==> config.mk <==
export PLATFORM = sky130hd
export DESIGN_NAME = bin_to_bcd_seq
export DESIGN_NICKNAME = d
export VERILOG_FILES = /design/src/rtl/bin_to_bcd_seq.sv
export SDC_FILE = /design/constraint.sdc
export NUM_CORES = 1
export LEC_CHECK = 0
export CORE_ASPECT_RATIO = 1.75
export CORE_MARGIN = 2
export CORE_UTILIZATION = 49
export CTS_BUF_LIST = sky130_fd_sc_hd__clkbuf_16
export DETAILED_ROUTE_END_ITERATION = 6
export PLACE_DENSITY = 0.75
export SETUP_SLACK_MARGIN = 0.5
export SYNTH_ARGS = -nofsm -noshare
export SYNTH_HDL_FRONTEND = slang
export SYNTH_SLANG_ARGS = --single-unit
export TNS_END_PERCENT = 10
==> constraint.sdc <==
create_clock -name clk -period 1.4 [get_ports clk]
set_input_delay 0.21 -clock clk [delete_from_list [all_inputs] [get_ports clk]]
set_output_delay 0.21 -clock clk [all_outputs]
set_load 0.01 [all_outputs]
==> src/rtl/bin_to_bcd_seq.sv <==
// Sequential binary-to-BCD converter (shift-and-add-3) with start/busy/done handshake.
// Results above MAX_VAL saturate to 9999 and raise overflow.
module bin_to_bcd_seq #(
  parameter int BIN_W   = 14,
  parameter int MAX_VAL = 9999
) (
  input  logic             clk,
  input  logic             rst_n,
  input  logic             start,
  input  logic [BIN_W-1:0] bin_in,
  output logic             busy,
  output logic             done,
  output logic             overflow,
  output logic [3:0]       ones,
  output logic [3:0]       tens,
  output logic [3:0]       hundreds,
  output logic [3:0]       thousands
);

  localparam int          WORK_W    = BIN_W + 16;
  localparam logic [4:0]  LAST_ITER = 5'(BIN_W - 1);
  localparam logic [31:0] MAX_U     = MAX_VAL;

  typedef enum logic [1:0] {
    IDLE,
    SHIFT,
    DONE
  } state_t;

  state_t            state_q;
  logic [WORK_W-1:0] work_q;
  logic [WORK_W-1:0] work_d;
  logic [15:0]       bcdAdj;
  logic [4:0]        iter_q;
  logic              sat_q;
  logic              satIn;
  logic              busy_q;
  logic              done_q;
  logic              ovf_q;
  logic [3:0]        ones_q;
  logic [3:0]        tens_q;
  logic [3:0]        hundreds_q;
  logic [3:0]        thousands_q;

  // Folds to constant 0 when BIN_W is too narrow to exceed MAX_VAL.
  assign satIn = (32'(bin_in) > MAX_U);

  always_comb begin
    bcdAdj = '0;
    for (int i = 0; i < 4; i++) begin
      if (work_q[BIN_W+4*i +: 4] >= 4'd5) begin
        bcdAdj[4*i +: 4] = work_q[BIN_W+4*i +: 4] + 4'd3;
      end else begin
        bcdAdj[4*i +: 4] = work_q[BIN_W+4*i +: 4];
      end
    end
    work_d = {bcdAdj[14:0], work_q[BIN_W-1:0], 1'b0};
  end

  // busy stays high through the done cycle so the producer sees one unbroken window.
  always_ff @(posedge clk or negedge rst_n) begin
    if (!rst_n) begin
      state_q     <= IDLE;
      work_q      <= '0;
      iter_q      <= '0;
      sat_q       <= 1'b0;
      busy_q      <= 1'b0;
      done_q      <= 1'b0;
      ovf_q       <= 1'b0;
      ones_q      <= '0;
      tens_q      <= '0;
      hundreds_q  <= '0;
      thousands_q <= '0;
    end else begin
      done_q <= 1'b0;
      case (state_q)
        IDLE: begin
          busy_q <= start;
          if (start) begin
            work_q  <= {16'h0000, bin_in};
            sat_q   <= satIn;
            iter_q  <= '0;
            state_q <= SHIFT;
          end
        end
        SHIFT: begin
          busy_q <= 1'b1;
          work_q <= work_d;
          iter_q <= iter_q + 5'd1;
          if (iter_q == LAST_ITER) begin
            state_q <= DONE;
          end
        end
        DONE: begin
          busy_q <= 1'b1;
          done_q <= 1'b1;
          if (sat_q) begin
            ones_q      <= 4'd9;
            tens_q      <= 4'd9;
            hundreds_q  <= 4'd9;
            thousands_q <= 4'd9;
            ovf_q       <= 1'b1;
          end else begin
            ones_q      <= work_q[BIN_W    +: 4];
            tens_q      <= work_q[BIN_W+4  +: 4];
            hundreds_q  <= work_q[BIN_W+8  +: 4];
            thousands_q <= work_q[BIN_W+12 +: 4];
            ovf_q       <= 1'b0;
          end
          state_q <= IDLE;
        end
        default: begin
          state_q <= IDLE;
        end
      endcase
    end
  end

  assign busy      = busy_q;
  assign done      = done_q;
  assign overflow  = ovf_q;
  assign ones      = ones_q;
  assign tens      = tens_q;
  assign hundreds  = hundreds_q;
  assign thousands = thousands_q;

endmodule

==> flow_summary_export.csv, run 1 <==
group,metric,value,unit
setup_path,crit_path_end,"work_q[29]",
floorplanning,die_area,6270,um2
setup_path,crit_path_top_delay_cell,"dfrtp_2",
hold_path,holdCritPathClass,"in2async",
setup_path,path_cells,"inv_2, ha_4, buf_4, nand2b_4, nand2_4, buf_6, o31ai_1, a32o_1",
sta,fin_skew,0.00378,ns
placed_design,place_hpwl,3980,um
sta,setup_ws,-0.138,ns
sta,worst-slew-pin-transition,0.548,ns
setup_path,critical_path_arrival,1.81,ns
finish,drive_gt1_share,37.0,%
floorplanning,fp.dieW,60.7,um
yosys,synthArstFlopShare,100,%
routing,vias_per_cell,5.14,
routing,vias,2211,
finish,fill_cells,411,
sta,fin_crit,1.54,ns
routing,ant_nets,0,
sta,rsz0062_at_grt,"yes",
global_routing,grt_pass1_wl,10500,um
sta,period_share,110,%
global_routing,grt_use_total,23.0,%
sta,setup_viol,37,
clock_network,clock-sinks,57,
setup_path,cp_max_fo,5,
finish,fin_nets,382,
setup_path,r2r-end,"work_q[29]",
yosys,syn_inst,263,
global_routing,grt_overflow,0,
floorplanning,start_util,50.2,%
floorplanning,core-area,5500,um2
floorplanning,pin_count,36,
global_routing,grt_pass1_vias,2319,
clock_network,cts_tree,"yes",
sta,relSlewSlack,63.5,%
placed_design,gp_congestion,0.769,
placed_design,dp.cells,405,
routing,wl,6720,um
clock_network,clkTransAtPathRegs,0.05,ns
yosys,synth_seq_cells,57,
sta,finalHoldViolations,0,
yosys,yosysWarningCount,0,
global_routing,antenna_found_initial,0,
routing,drt-initial-drc-count,91,
yosys,syn_nets,296,
clock_network,htree_levels,3,
flow_run,max_cap_viol_count,0,
finish,instances_no_fill,430,
finish,area_delta_synth_final,46.4,%
routing,drcViolationCount,0,
routing,first_pass_iters,4,
power,p_leak,1.86,nW
setup_path,crit_required,1.67,ns
clock_network,cts.path.max_buffers,2,
finish,layout_commonest_cell,"dfrtp_1",
setup_path,ff2ff_path_depth,8,
yosys,ys_types,31,
outcome,outcome,"complete, but fails checks",
setup_path,max_stage_delay,0.41,ns
sta,fmaxAchievable,650,MHz
power,power_density,2220,nW/um2
placed_design,port_buffers,35,
yosys,synthFlopType,"dfrtp_1",
setup_path,startpoint_type,"register",
yosys,ys_seq_area_share,51.7,%
finish,final_cell_mix,"dfrtp_1, buf_4, o21ai_1, nand2_1, buf_2",
yosys,synth_edf_count,0,
setup_path,criticalPathCategory,"reg2reg",
yosys,synth_area,2760,um2
sta,finalMaxSlewViolations,0,
setup_path,reg2reg_slack,-0.14,ns
setup_path,crit_path_end_kind,"register",
setup_path,r2r_start,"state_q[0]",
floorplanning,die_h,103,um
clock_network,cts_buffers,9,
finish,diodes,0,
clock_network,cts_root_buf,"clkbuf_16",
clock_network,clk_latency,0.33,ns
outcome,violations,"setup timing",
setup_path,critPathLaunch,"state_q[0]",
global_routing,grt_max_degree,50,
power,vdd_drop_max,0.00116,V
routing,wl_per_cell,15.6,um
yosys,avgSynthCellArea,10.5,um2
floorplanning,fp-row-count,36,
sta,tns,-2.12,ns
cell usage after synthesis, types with 6 or more instances:
master / n / area share [%]
dfrtp_1: 57 / 52
o21ai_0: 29 / 5.3
nand2_1: 22 / 3.0
nor2_1: 22 / 3.0
inv_1: 19 / 2.6
mux2i_1: 18 / 6.5
ha_1: 16 / 7.3
a21oi_1: 12 / 2.2
nand3b_1: 8 / 2.2
xor2_1: 6 / 1.9
stage by stage:
step | power [mW] | cell area (um2) | hold slack (ns) | util [%] | setup WS [ns]
after floorplan | 4.49 | 2790 | -0.0856 | - | -0.0291
after global placement | 5.81 | 3530 | 0.0820 | 64.2 | -0.135
after detailed placement | 5.94 | 3530 | 0.0888 | 64.2 | -0.146
after CTS | 8.57 | 3890 | 0.289 | 70.8 | -0.119
after global routing | 9.52 | 4040 | 0.302 | 73.5 | -0.221
final | 8.95 | 4040 | 0.287 | 73.5 | -0.138
metal layers:
metal,vias up,GRT usage (%),routed length (um)
met5,-,0,0
met4,0,16.4,323
met3,21,5.47,195
met2,45,37.2,3670
met1,1061,25.9,2520
li1,1084,-,-
critical path: cells and delay by family, from the launching register on:
kind,cells,cell delay [ns]
AO/OA/AOI/OAI,2,0.36
AND/OR/NAND/NOR,2,0.16
buffers and inverters,3,0.36
flip-flops,1,0.41
adder cells (fa/ha/maj),1,0.19
where the power goes:
group / switching [mW] / internal [mW] / leakage (nW)
Combinational: 1.90 / 1.89 / 0.955
Clock: 0.733 / 1.72 / 0.167
Sequential: 0.471 / 2.24 / 0.738
Total: 3.11 / 5.85 / 1.86
kinds of logic after synthesis:
| kind of cell | share of synthesized area, % |
|---|---|
| AOI/OAI and AO/OA | 14.6 |
| xor gates and xnor gates | 3.17 |
| adders and majority gates | 7.26 |
| buffers and inverters | 5.12 |
| DFF | 51.7 |
| muxes | 7.48 |
| and+or+nand+nor | 10.7 |
final cells by class:
class	instances	area, um2	area share [%]
tap	76	95.1	2.35
clock inverter	7	109	2.70
timing repair buffer	87	706	17.5
sequential	57	1430	35.3
clock buffer	9	225	5.58
multi-input combinational	175	1410	34.8
inverter	19	71.3	1.77
registers in the layout, indices dropped and copies added, names as in the netlist:
signal and cells:
state_q 2, thousands 4, busy 1, sat_q 1
hundreds 4, done 1, tens 4, iter_q 5
work_q 30, ones 4, overflow 1
worst min-delay path by stage:
stage           from        to  slack [ns]  cells past startpoint
6_report       rst_n  overflow        0.29                      2
5_1_grt        rst_n  overflow        0.30                      2
2_1_floorplan  rst_n      busy       -0.09                      0
3_3_place_gp   rst_n      done        0.08                      1
4_1_cts        rst_n  overflow        0.29                      2
3_5_place_dp   rst_n      done        0.09                      1
timing repair:
item                                   in CTS  in global routing
resized for setup                         119                 34
pin swaps                                  14                  8
setup endpoints to repair                  76                125
buffers inserted                            3                  3
endpoints found under the hold margin       8                  0
cloned                                      1                  1
hold buffers                                1                  0
Note: power is estimated with default switching activity, not from simulation.
==> run 2, diff against run 1 <==
- SKIP_CTS_REPAIR_TIMING: default -> 1
==> flow_summary_export.csv, run 2 (synthesized netlist as in run 1, its figures left out) <==
group,metric,value,unit
power,internal-power,5.69,mW
setup_path,critical_path_arrival,1.79,ns
power,vdd_drop_max,0.00123,V
global_routing,grt_pass1_vias,2295,
clock_network,cts.path.max_buffers,2,
setup_path,cp_max_fo,5,
finish,area_delta_synth_final,42.9,%
power,power_switching,2.89,mW
setup_path,path_buf_inv,2,
routing,drcViolationCount,0,
routing,first_pass_iters,4,
sta,finalHoldViolations,0,
sta,setup_viol,32,
floorplanning,die_area,6270,um2
outcome,outcome,"complete, but fails checks",
placed_design,port_buffers,35,
sta,relSlewSlack,63.3,%
sta,period_share,109,%
power,power_density,2180,nW/um2
global_routing,antenna_found_initial,0,
finish,fill_cells,426,
outcome,violations,"setup timing",
clock_network,clkTransAtPathRegs,0.05,ns
routing,vias,2212,
global_routing,grt_use_met1,23.3,%
global_routing,grtUsageMet3,5.22,%
setup_path,crit_path_end_kind,"register",
floorplanning,die_h,103,um
setup_path,max_stage_delay,0.41,ns
routing,drt-initial-drc-count,70,
sta,fin_crit,1.52,ns
setup_path,startpoint_type,"register",
finish,final_core_util,71.8,%
floorplanning,fp-row-count,36,
sta,worst-slew-pin-transition,0.551,ns
placed_design,placed_cell_area,3530,um2
clock_network,clock-sinks,57,
clock_network,cts_buffers,9,
routing,wl_per_cell,14.5,um
clock_network,clk_latency,0.33,ns
finish,layout_commonest_cell,"dfrtp_1",
finish,design_area,3940,um2
power,p_comb_share,40.2,%
routing,vias_per_cell,5.17,
power,p_leak,1.85,nW
placed_design,dp.cells,405,
floorplanning,core-area,5500,um2
setup_path,path_depth,7,
sta,fmaxAchievable,656,MHz
global_routing,grt_max_degree,50,
clock_network,cts_root_buf,"clkbuf_16",
finish,fin_nets,380,
floorplanning,pin_count,36,
global_routing,grt_use_total,21.6,%
clock_network,htree_levels,3,
placed_design,place_hpwl,3980,um
sta,timing.hold.ws,0.292,ns
flow_run,max_cap_viol_count,0,
hold_path,holdCritPathClass,"in2async",
global_routing,busiest_layer,"met2",
setup_path,criticalPathCategory,"reg2reg",
sta,finalMaxSlewViolations,0,
placed_design,gp_congestion,0.769,
setup_path,path_cells,"inv_2, ha_4, nand2b_1, nand2_2, buf_6, o31ai_2, a32o_1",
sta,setup_ws,-0.124,ns
finish,largest_register,"work_q",
setup_path,crit_required,1.67,ns
power,switching_share,33.7,%
clock_network,cts_tree,"yes",
global_routing,grt_pass1_wl,9960,um
setup_path,crit_path_top_delay_cell,"dfrtp_2",
finish,drive_gt1_share,31.3,%
floorplanning,start_util,50.2,%
floorplanning,fp.dieW,60.7,um
routing,ant_nets,0,
finish,instances_no_fill,428,
power,sequentialPowerShare,31.3,%
sta,rsz0062_at_grt,"yes",
finish,largest_register_ffs,30,
finish,final_cell_mix,"dfrtp_1, buf_4, o21ai_0, nand2_1, nor2_1",
routing,wl,6200,um
power,power_frac_clock,28.5,%
finish,diodes,0,
global_routing,grt_overflow,0,
finish,top_regs,"work_q (30), iter_q (5)",
sta,fin_skew,0.00202,ns
global_routing,use_met2,35.6,%
setup_path,ff2ff_path_depth,7,
setup_path,critPathTopFamily,"compound AO/OA/AOI/OAI gates",
-- run 2: cell types whose count changed in the layout (fill, tap and decap cells not counted), sizes merged --
| cell | change |
|---|---|
| dlymetal6s2s | +3 |
| clkbuf | -1 |
| buf | -4 |
-- run 2: final timing paths --
path	to	slack, ns	from
setup / recovery	work_q[21]	-0.12	state_q[0]
max in group asynchronous	work_q[4]	0.58	rst_n
setup reg to reg	work_q[21]	-0.12	state_q[0]
hold / removal	overflow	0.29	rst_n
min in group clk	work_q[5]	0.48	work_q[5]
hold reg to reg	work_q[5]	0.48	work_q[5]
-- run 2: per-stage QoR --
stage | power [mW] | TNS, ns | setup slack [ns]
2_1_floorplan | 4.49 | -0.173 | -0.0291
3_3_place_gp | 5.81 | -2.26 | -0.135
3_5_place_dp | 5.94 | -2.72 | -0.146
4_1_cts | 8.47 | -3.50 | -0.181
5_1_grt | 9.18 | -5.58 | -0.217
6_report | 8.58 | -2.08 | -0.124
-- run 2: layout make-up --
type                            count  area (um2)  area share (%)
Clock inverter                      7         109            2.76
Timing Repair Buffer               85         697            17.7
Inverter                           19        71.3            1.81
Multi-Input combinational cell    175        1320            33.4
Tap cell                           76        95.1            2.41
Clock buffer                        9         225            5.71
Sequential cell                    57        1430            36.2
-- run 2: power by group through the flow --
stage | registers [mW] | clock network, mW | logic (mW)
6_report | 2.69 | 2.44 | 3.45
5_1_grt | 2.76 | 2.56 | 3.85
4_1_cts | 2.68 | 2.49 | 3.30
3_5_place_dp | 2.69 | 0 | 3.25
3_3_place_gp | 2.66 | 0 | 3.15
2_1_floorplan | 2.68 | 0 | 1.81
-- run 2: per-layer routing --
| metal | wire [um] | vias up | part of all wire [%] |
|---|---|---|---|
| li1 | - | 1085 | - |
| met1 | 2370 | 1057 | 38 |
| met2 | 3390 | 51 | 55 |
| met3 | 243 | 19 | 3.9 |
| met4 | 201 | 0 | 3.2 |
| met5 | 0 | - | 0 |
